[src/rtl/prog_mem_loader_if.sv]
// Byte-stream receive side and program-memory write port of the loader.
// master = byte source / memory side, slave = loader.
interface prog_mem_loader_if #(
    parameter int unsigned PC_WIDTH   = 8,
    parameter int unsigned DATA_WIDTH = 16
);
    logic [7:0]            rx_data;
    logic                  rx_valid;
    logic                  rx_ready;
    logic                  mem_we;
    logic [PC_WIDTH-1:0]   mem_addr;
    logic [DATA_WIDTH-1:0] mem_wdata;

    modport master (
        output rx_data, rx_valid,
        input  rx_ready, mem_we, mem_addr, mem_wdata
    );

    modport slave (
        input  rx_data, rx_valid,
        output rx_ready, mem_we, mem_addr, mem_wdata
    );
endinterface

[src/rtl/prog_mem_loader.sv]
// Loads program memory from a byte stream: length byte, then N words high byte first.
// Holds the CPU off for the whole load; all status/strobe outputs are registered.
module prog_mem_loader #(
    parameter int unsigned PC_WIDTH   = 8,
    parameter int unsigned DATA_WIDTH = 16,
    parameter int unsigned CMD_CNT    = 64
) (
    input  logic                    clk,
    input  logic                    res,
    input  logic                    start,
    prog_mem_loader_if.slave        bus,
    output logic                    cpu_hold,
    output logic                    busy,
    output logic                    done,
    output logic                    err
);
    localparam int unsigned BYTE_W = 8;

    typedef enum logic [2:0] {
        S_IDLE, S_LEN, S_HI, S_LO, S_WR, S_DONE, S_ERR
    } state_t;

    state_t              state, state_nxt;
    logic [BYTE_W-1:0]   len_q;
    logic [BYTE_W-1:0]   hi_q;
    logic                xfer;
    logic                len_ok;
    logic                last_word;
    logic                rx_ready_nxt, we_nxt, hold_nxt, busy_nxt, done_nxt, err_nxt;

    assign xfer      = bus.rx_valid & bus.rx_ready;
    assign len_ok    = (bus.rx_data != '0) && (32'(bus.rx_data) <= CMD_CNT);
    assign last_word = (bus.mem_addr == PC_WIDTH'(len_q - 8'd1));

    // State register; outputs are registered from the decoded next state
    always_ff @(posedge clk or posedge res) begin
        if (res) begin
            state        <= S_IDLE;
            bus.rx_ready <= 1'b0;
            bus.mem_we   <= 1'b0;
            cpu_hold     <= 1'b0;
            busy         <= 1'b0;
            done         <= 1'b0;
            err          <= 1'b0;
        end else begin
            state        <= state_nxt;
            bus.rx_ready <= rx_ready_nxt;
            bus.mem_we   <= we_nxt;
            cpu_hold     <= hold_nxt;
            busy         <= busy_nxt;
            done         <= done_nxt;
            err          <= err_nxt;
        end
    end

    always_comb begin
        state_nxt = state;
        unique case (state)
            S_IDLE: if (start) state_nxt = S_LEN;
            S_LEN:  if (xfer)  state_nxt = len_ok ? S_HI : S_ERR;
            S_HI:   if (xfer)  state_nxt = S_LO;
            S_LO:   if (xfer)  state_nxt = S_WR;
            S_WR:   state_nxt = last_word ? S_DONE : S_HI;
            S_DONE: state_nxt = S_IDLE;
            S_ERR:  state_nxt = S_IDLE;
            default: state_nxt = S_IDLE;
        endcase
    end

    // Moore decode of the state about to be entered
    always_comb begin
        rx_ready_nxt = 1'b0;
        we_nxt       = 1'b0;
        done_nxt     = 1'b0;
        err_nxt      = 1'b0;
        busy_nxt     = (state_nxt != S_IDLE);
        hold_nxt     = (state_nxt != S_IDLE);
        unique case (state_nxt)
            S_LEN, S_HI, S_LO: rx_ready_nxt = 1'b1;
            S_WR:              we_nxt       = 1'b1;
            S_DONE:            done_nxt     = 1'b1;
            S_ERR:             err_nxt      = 1'b1;
            default:           ;
        endcase
    end

    // Length, byte assembly and write address; address/data hold outside WR
    always_ff @(posedge clk or posedge res) begin
        if (res) begin
            len_q         <= '0;
            hi_q          <= '0;
            bus.mem_addr  <= '0;
            bus.mem_wdata <= '0;
        end else begin
            if (state == S_LEN && xfer) begin
                len_q <= bus.rx_data;
                if (len_ok) bus.mem_addr <= '0;
            end
            if (state == S_HI && xfer) hi_q <= bus.rx_data;
            if (state == S_LO && xfer) bus.mem_wdata <= DATA_WIDTH'({hi_q, bus.rx_data});
            if (state == S_WR && !last_word) bus.mem_addr <= bus.mem_addr + PC_WIDTH'(1);
        end
    end
endmodule

[src/flat_wrapper.sv]
// flat-port wrapper written by rule: the top's interface ports become plain ports
module prog_mem_loader_flat 
#(
    parameter int unsigned PC_WIDTH   = 8,
    parameter int unsigned DATA_WIDTH = 16,
    parameter int unsigned CMD_CNT    = 64
)
  (clk, res, start, cpu_hold, busy, done, err, bus_rx_data, bus_rx_valid, bus_rx_ready, bus_mem_we, bus_mem_addr, bus_mem_wdata);
  prog_mem_loader_if #(.PC_WIDTH(PC_WIDTH), .DATA_WIDTH(DATA_WIDTH)) bus_i ();
  input  logic clk;
  input  logic res;
  input  logic start;
  output logic cpu_hold;
  output logic busy;
  output logic done;
  output logic err;
  input wire logic [$bits(bus_i.rx_data)-1:0] bus_rx_data;
  input wire logic [$bits(bus_i.rx_valid)-1:0] bus_rx_valid;
  output wire logic [$bits(bus_i.rx_ready)-1:0] bus_rx_ready;
  output wire logic [$bits(bus_i.mem_we)-1:0] bus_mem_we;
  output wire logic [$bits(bus_i.mem_addr)-1:0] bus_mem_addr;
  output wire logic [$bits(bus_i.mem_wdata)-1:0] bus_mem_wdata;
  assign bus_i.rx_data = bus_rx_data;
  assign bus_i.rx_valid = bus_rx_valid;
  assign bus_rx_ready = bus_i.rx_ready;
  assign bus_mem_we = bus_i.mem_we;
  assign bus_mem_addr = bus_i.mem_addr;
  assign bus_mem_wdata = bus_i.mem_wdata;
  prog_mem_loader #(.PC_WIDTH(PC_WIDTH), .DATA_WIDTH(DATA_WIDTH), .CMD_CNT(CMD_CNT)) u_core (.clk(clk), .res(res), .start(start), .bus(bus_i), .cpu_hold(cpu_hold), .busy(busy), .done(done), .err(err));
endmodule
[config.mk]
export PLATFORM = sky130hd
export DESIGN_NAME = prog_mem_loader_flat
export DESIGN_NICKNAME = d
export VERILOG_FILES = /design/src/rtl/prog_mem_loader_if.sv /design/src/rtl/prog_mem_loader.sv /design/src/flat_wrapper.sv
export SDC_FILE = /design/constraint.sdc
export NUM_CORES = 1
export LEC_CHECK = 0
export ABC_AREA = 1
export BUFFER_PORTS_ARGS = -buffer_cell sky130_fd_sc_hd__buf_2
export CAP_MARGIN = 20
export CORE_MARGIN = 2
export CORE_UTILIZATION = 50
export DETAILED_ROUTE_END_ITERATION = 10
export PLACE_DENSITY_LB_ADDON = 0.12
export RECOVER_POWER = 100
export REMOVE_ABC_BUFFERS = 1
export SETUP_SLACK_MARGIN = 0.1
export SLEW_MARGIN = 15
export SYNTH_ARGS = -nofsm -noshare
export SYNTH_HDL_FRONTEND = slang
export SYNTH_SLANG_ARGS = --single-unit
[constraint.sdc]
create_clock -name clk -period 4.85 [get_ports clk]
set_clock_uncertainty 0.1 [all_clocks]
set_input_delay 0.7275 -clock clk [delete_from_list [all_inputs] [get_ports clk]]
set_output_delay 0.7275 -clock clk [all_outputs]
set_load 0.02 [all_outputs]
=== After elaboration in Yosys (flattened, before gate mapping) ===
Cells that the tools add are included.

* Memory bits (read-only): 0
* Output and inout port bits: 30
* Input bits: 12
* RAM bits: 0
* Memories: 0
* Word-level logic and storage cells: 52
* Bits in latches: 0
* Register bits after elaboration: 48

* Order comparisons: 1
* Equality and inequality tests: 11
* Divide/modulo/power cells: 0
* Shift-type cells: 0
* Reductions and logical operators: 13
* Bitwise gates (word level): 1
* Multiply operators: 0
* Mux-type cells: 14
* Add/sub/neg operators: 2

{| class="wikitable"
|+ Operator list
! cell !! number
|-
| 2-to-1 mux 8 bit || 3
|-
| 2-to-1 mux 3 bit || 6
|-
| case mux 3 bit (5 select lines) || 1
|-
| == test 3 x 2 -> 1 bit, second input constant || 4
|-
| == test 3 bit, second input constant || 4
|-
| adder 8 x 1 -> 8 bit, second input constant || 1
|-
| == test 8 bit || 1
|-
| <= comparator 8 x 7 -> 1 bit, second input constant || 1
|-
| nonzero test 8 bit || 1
|-
| subtractor 8 x 1 -> 8 bit, second input constant || 1
|-
| == test 3 x 1 -> 1 bit, second input constant || 2
|-
| logical AND 1 bit || 5
|-
| 2-to-1 mux 1 bit || 4
|-
| nonzero test 2 bit || 2
|-
| logical NOT 3 bit || 1
|-
| nonzero test 3 bit || 1
|-
| OR reduction 3 bit || 1
|-
| AND reduction 2 bit || 1
|-
| AND 1 bit || 1
|-
| logical NOT 1 bit || 1
|}

=== Depth between registers and ports, before layout ===
* Depth in word-level cells: 8
* Mapped depth: 14
* Depth with buffers taken out: 13

=== Worst setup path after synthesis ===
OpenSTA, ideal clock, no wires.

* Path type: reg2reg
* From: register u_core.len_q[0]
* To: register u_core.bus.mem_addr[0]
* Setup time: 119 ps
* Buffers on the path: 1
* Period minus slack after synthesis: 1803 ps
* Data arrival time: 1584 ps
* Required time: 4631 ps
* Stages on the path, launching flop included: 14
* Slack: 3047 ps
* Cell sequence: dfrtp_1 inv_2 ha_1 nand3_1 nor2_1 xor2_1 inv_1 nor2_2 nand2_1 nand2_2 buf_6 inv_2 nand2_1 o21ai_2

* Word-level cells in the longest chain between the ends: 6
* Elaborated cells between the ends (all ways): 8
* Those cells by class: add/sub: 1; eq/ne: 1; mux: 1; reduce/logical: 5

{| class="wikitable"
|+ Ends and longest elaborated chain
! what !! RTL line !! source
|-
| start, declared || prog_mem_loader.sv:24 || <nowiki>logic [BYTE_W-1:0] len_q;</nowiki>
|-
| start signal, assigned || prog_mem_loader.sv:96 || <nowiki>len_q <= bus.rx_data;</nowiki>
|-
| subtractor 8 x 1 -> 8 bit (*) || prog_mem_loader.sv:33 || <nowiki>assign last_word = (bus.mem_addr == PC_WIDTH'(len_q - 8'd1));</nowiki>
|-
| == test 8 bit (*) || prog_mem_loader.sv:33 ||
|-
| logical NOT 1 bit (*) || prog_mem_loader.sv:101 || <nowiki>if (state == S_WR && !last_word) bus.mem_addr <= bus.mem_addr + PC_WIDTH'(1);</nowiki>
|-
| logical AND 1 bit (*) || prog_mem_loader.sv:101 ||
|-
| nonzero test 2 bit (no source line) || n/a ||
|-
| AND reduction 2 bit (no source line) || n/a ||
|-
| end signal, assigned || prog_mem_loader.sv:101 ||
|-
| end, declared || prog_mem_loader_if.sv:21 || <nowiki>output rx_ready, mem_we, mem_addr, mem_wdata</nowiki>
|}

Every way passes the cells marked *; elsewhere a longest branch is shown, timed or not.
A chain may end at the register's enable or synchronous reset.

==> impl_metrics.env <==
export IMPL_outcome="complete, but fails checks"
export IMPL_violations="max-capacitance violations, max-slew violations"
export IMPL_rsz0062_at_grt="false"
export IMPL_design_area_sq_mm=0.002536
export IMPL_die_h_um=70.89
export IMPL_design_core_area_sq_mm=0.004324
export IMPL_placementRows=24
export IMPL_crit_start="res"
export IMPL_synthTopCellsByCount="60 x nand2_1, 48 x dfrtp_1, 38 x inv_1, 35 x o21ai_0"
export IMPL_diodes=0
export IMPL_synth_seq_cells=48
export IMPL_place_area_sq_mm=0.002470
export IMPL_grt_use_total=0.1917
export IMPL_cellPowerDensity_mw_per_mm2=671.8
export IMPL_start_kind="input port"
export IMPL_antenna_found_initial=0
export IMPL_synth_area_top_cells="dfrtp_1 54%, nand2_1 10%, o21ai_0 7.8%"
export IMPL_cts_sinks=48
export IMPL_critPathSlowestCell="clkbuf_1"
export IMPL_maxCapViolations=1
export IMPL_required_ps=4850
export IMPL_grt_pass1_wl_mm=7.652
export IMPL_dp_slack_ps=2629
export IMPL_synth_compound_area_share=0.1119
export IMPL_place_gp_congestion=0.8293
export IMPL_grt_ovfl_total=0
export IMPL_path_class="input port to async pin"
export IMPL_finalWorstSetupSlack_ps=2259
export IMPL_slowest_delay_ps=1290
export IMPL_holdBufCountCts=0
export IMPL_worstHoldPathType="flip-flop to flip-flop"
export IMPL_wl_mm=4.300
export IMPL_r2r_start="u_core.len_q[0]"
export IMPL_yosys_warnings=0
export IMPL_synth_top_cell_by_area="dfrtp_1"
export IMPL_drt_iter0_markers=117
export IMPL_p_comb_frac=0.411
export IMPL_synth_top_flop_cell="dfrtp_1"
export IMPL_fin_hold_ws_ps=388.3
export IMPL_via_per_inst=4.891
export IMPL_crit_path_max_fanout=32
export IMPL_synth_top_cell_area_share=0.5369
export IMPL_clock_power_share=0.179
export IMPL_nFillCells=417
export IMPL_fin_cells=358
export IMPL_vdd_ir_drop_max_uv=317.3
export IMPL_dpl_hpwl_mm=3.090
export IMPL_hold_start="u_core.bus.mem_wdata[13]"
export IMPL_synth_edf_count=0
export IMPL_cp_num_buf_inv=3
export IMPL_synth_most_common_cell="nand2_1"
export IMPL_cts_tree="built"
export IMPL_tightestPinTransition_ps=1702
export IMPL_path_cells="buf_2 > inv_1 > clkbuf_1"
export IMPL_ys_seq_area_frac=0.5369
export IMPL_clk_pin_slew_ps=90
export IMPL_wl_per_cell_um=12.01
export IMPL_cp_arrival_ps=2590
export IMPL_grt_pass1_vias=1680
export IMPL_p_sw_uw=727.1
export IMPL_drive_gt1_frac=0.07190
export IMPL_synth_mux_area_frac=0
export IMPL_syn_avg_cell_area_sq_um=8.506
export IMPL_max_slew_margin=-0.1348
export IMPL_tns_ps=0
export IMPL_max_freq_mhz=385.9
export IMPL_slew_viol_final=33
export IMPL_dp_cells=349
export IMPL_port_buffers=41
export IMPL_synth_top_family_by_area="simple AND/OR/NAND/NOR gates"
export IMPL_dr_pass1_iters=4
export IMPL_ctsHtreeMaxLevel=2
export IMPL_drt_drc_violations_left=0
export IMPL_die_w_um=70.89
export IMPL_worst_setup_path_end_kind="async pin"
export IMPL_p_int_uw=976.8
export IMPL_start_util=0.5174
export IMPL_period_share=0.5343
export IMPL_cp_top_family="buffers and inverters"
export IMPL_swShare=0.4267
export IMPL_seq_power_share=0.410
export IMPL_dieArea_sq_mm=0.005025
export IMPL_final_nets=319
export IMPL_hold_viol_final=0
export IMPL_vias=1751
export IMPL_cts_resized=0
export IMPL_cts_buffers_inserted=5
export IMPL_async_reset_ff_frac=1.000
export IMPL_final_util=0.5865
export IMPL_cts_root_buf="clkbuf_8"
export IMPL_p_leak_nw=1.276
export IMPL_cts_buffer_depth=2
export IMPL_setup_violations=0
export IMPL_area_growth_pct=13.37
export IMPL_ant_nets=0
export IMPL_synthAdderAreaFrac=0.01119
export IMPL_syn_inst=263
export IMPL_synth_area_sq_mm=0.002237
export IMPL_finalPower_mw=1.704
export IMPL_synthDistinctLibCells=25
export IMPL_synth_simple_area_share=0.2053
export IMPL_grt_max_degree=49
export IMPL_synth_xor_area_frac=0.05089
export IMPL_post_cts_buffers=0
export IMPL_post_route_min_period_ps=2591
export IMPL_insertion_delay_ps=300
export IMPL_io_pins=42
-- cells by family (layout without fill, tap and decap cells) --
kind of cell,after synthesis,in the layout
flops,48,48
xor+xnor,13,13
compound gates,46,46
fa+ha+maj,2,2
simple gates,107,107
buf+inv,47,90
-- cell usage in the layout (no fill, tap or decap), drive strengths merged --
cell type and count:
a21oi 1, a221oi 1, a31oi 1, buf 11
bufinv 1, clkbuf 37, clkinv 1, dfrtp 48
ha 2, inv 40, nand2 62, nand3 18
nand3b 2, nand4 1, nor2 20, nor3 4
o21ai 43, xnor2 4, xor2 9
-- power groups by stage --
stage | Combinational [mW] | Clock, mW | Sequential (mW)
final | 0.701 | 0.305 | 0.699
after global routing | 0.812 | 0.327 | 0.725
after CTS | 0.755 | 0.311 | 0.697
after detailed placement | 0.752 | 0 | 0.704
after global placement | 0.733 | 0 | 0.700
after floorplan | 0.435 | 0 | 0.807
-- worst paths after layout --
check / to / slack [ps] / depth (start not counted)
max: u_core.bus.mem_wdata[0] / 2260 / 3
max reg2reg: u_core.bus.mem_addr[7] / 2540 / 12
min in group asynchronous: u_core.hi_q[6] / 400 / 2
min reg2reg: u_core.bus.mem_wdata[13] / 390 / 2
max in group clk: u_core.bus.mem_addr[7] / 2540 / 12
min: u_core.bus.mem_wdata[13] / 390 / 2
-- cell type report --
class | count | area (sq um) | share of cell area
inverters | 40 | 150.1 | 0.05920
flip-flops and latches | 48 | 1201 | 0.4736
repair buffers | 42 | 171.4 | 0.06759
clock inverters | 2 | 38.79 | 0.01529
clock buffers | 6 | 82.58 | 0.03256
multi-input cells | 168 | 827.0 | 0.3261
well taps | 52 | 65.06 | 0.02565
-- worst register-to-register path: cells and delay by family (launching register included) --
kind,cells,cell delay [ps]
buffers and inverters,3,360
adders and majority gates,1,210
and+or+nand+nor,6,860
DFF,1,420
xor gates and xnor gates,1,150
AOI/OAI and AO/OA,1,90
-- state kept, by name (all words and copies together) (netlist names) --
| name | count |
|---|---|
| u_core.bus.mem_wdata | 16 |
| u_core.hi_q | 8 |
| u_core.cpu_hold | 1 |
| u_core.bus.rx_ready | 1 |
| u_core.done | 1 |
| u_core.len_q | 8 |
| u_core.bus.mem_we | 1 |
| u_core.err | 1 |
| u_core.state | 3 |
| u_core.bus.mem_addr | 8 |
-- metal layers --
metal | vias to the layer above | share of wire | global-route usage
met5 | - | 0 | 0
met4 | 0 | 0.017 | 0.07547
met3 | 7 | 0.033 | 0.03419
met2 | 32 | 0.44 | 0.3032
met1 | 805 | 0.51 | 0.2645
li1 | 907 | - | -
No activity file was read; power rests on OpenSTA's default activity.
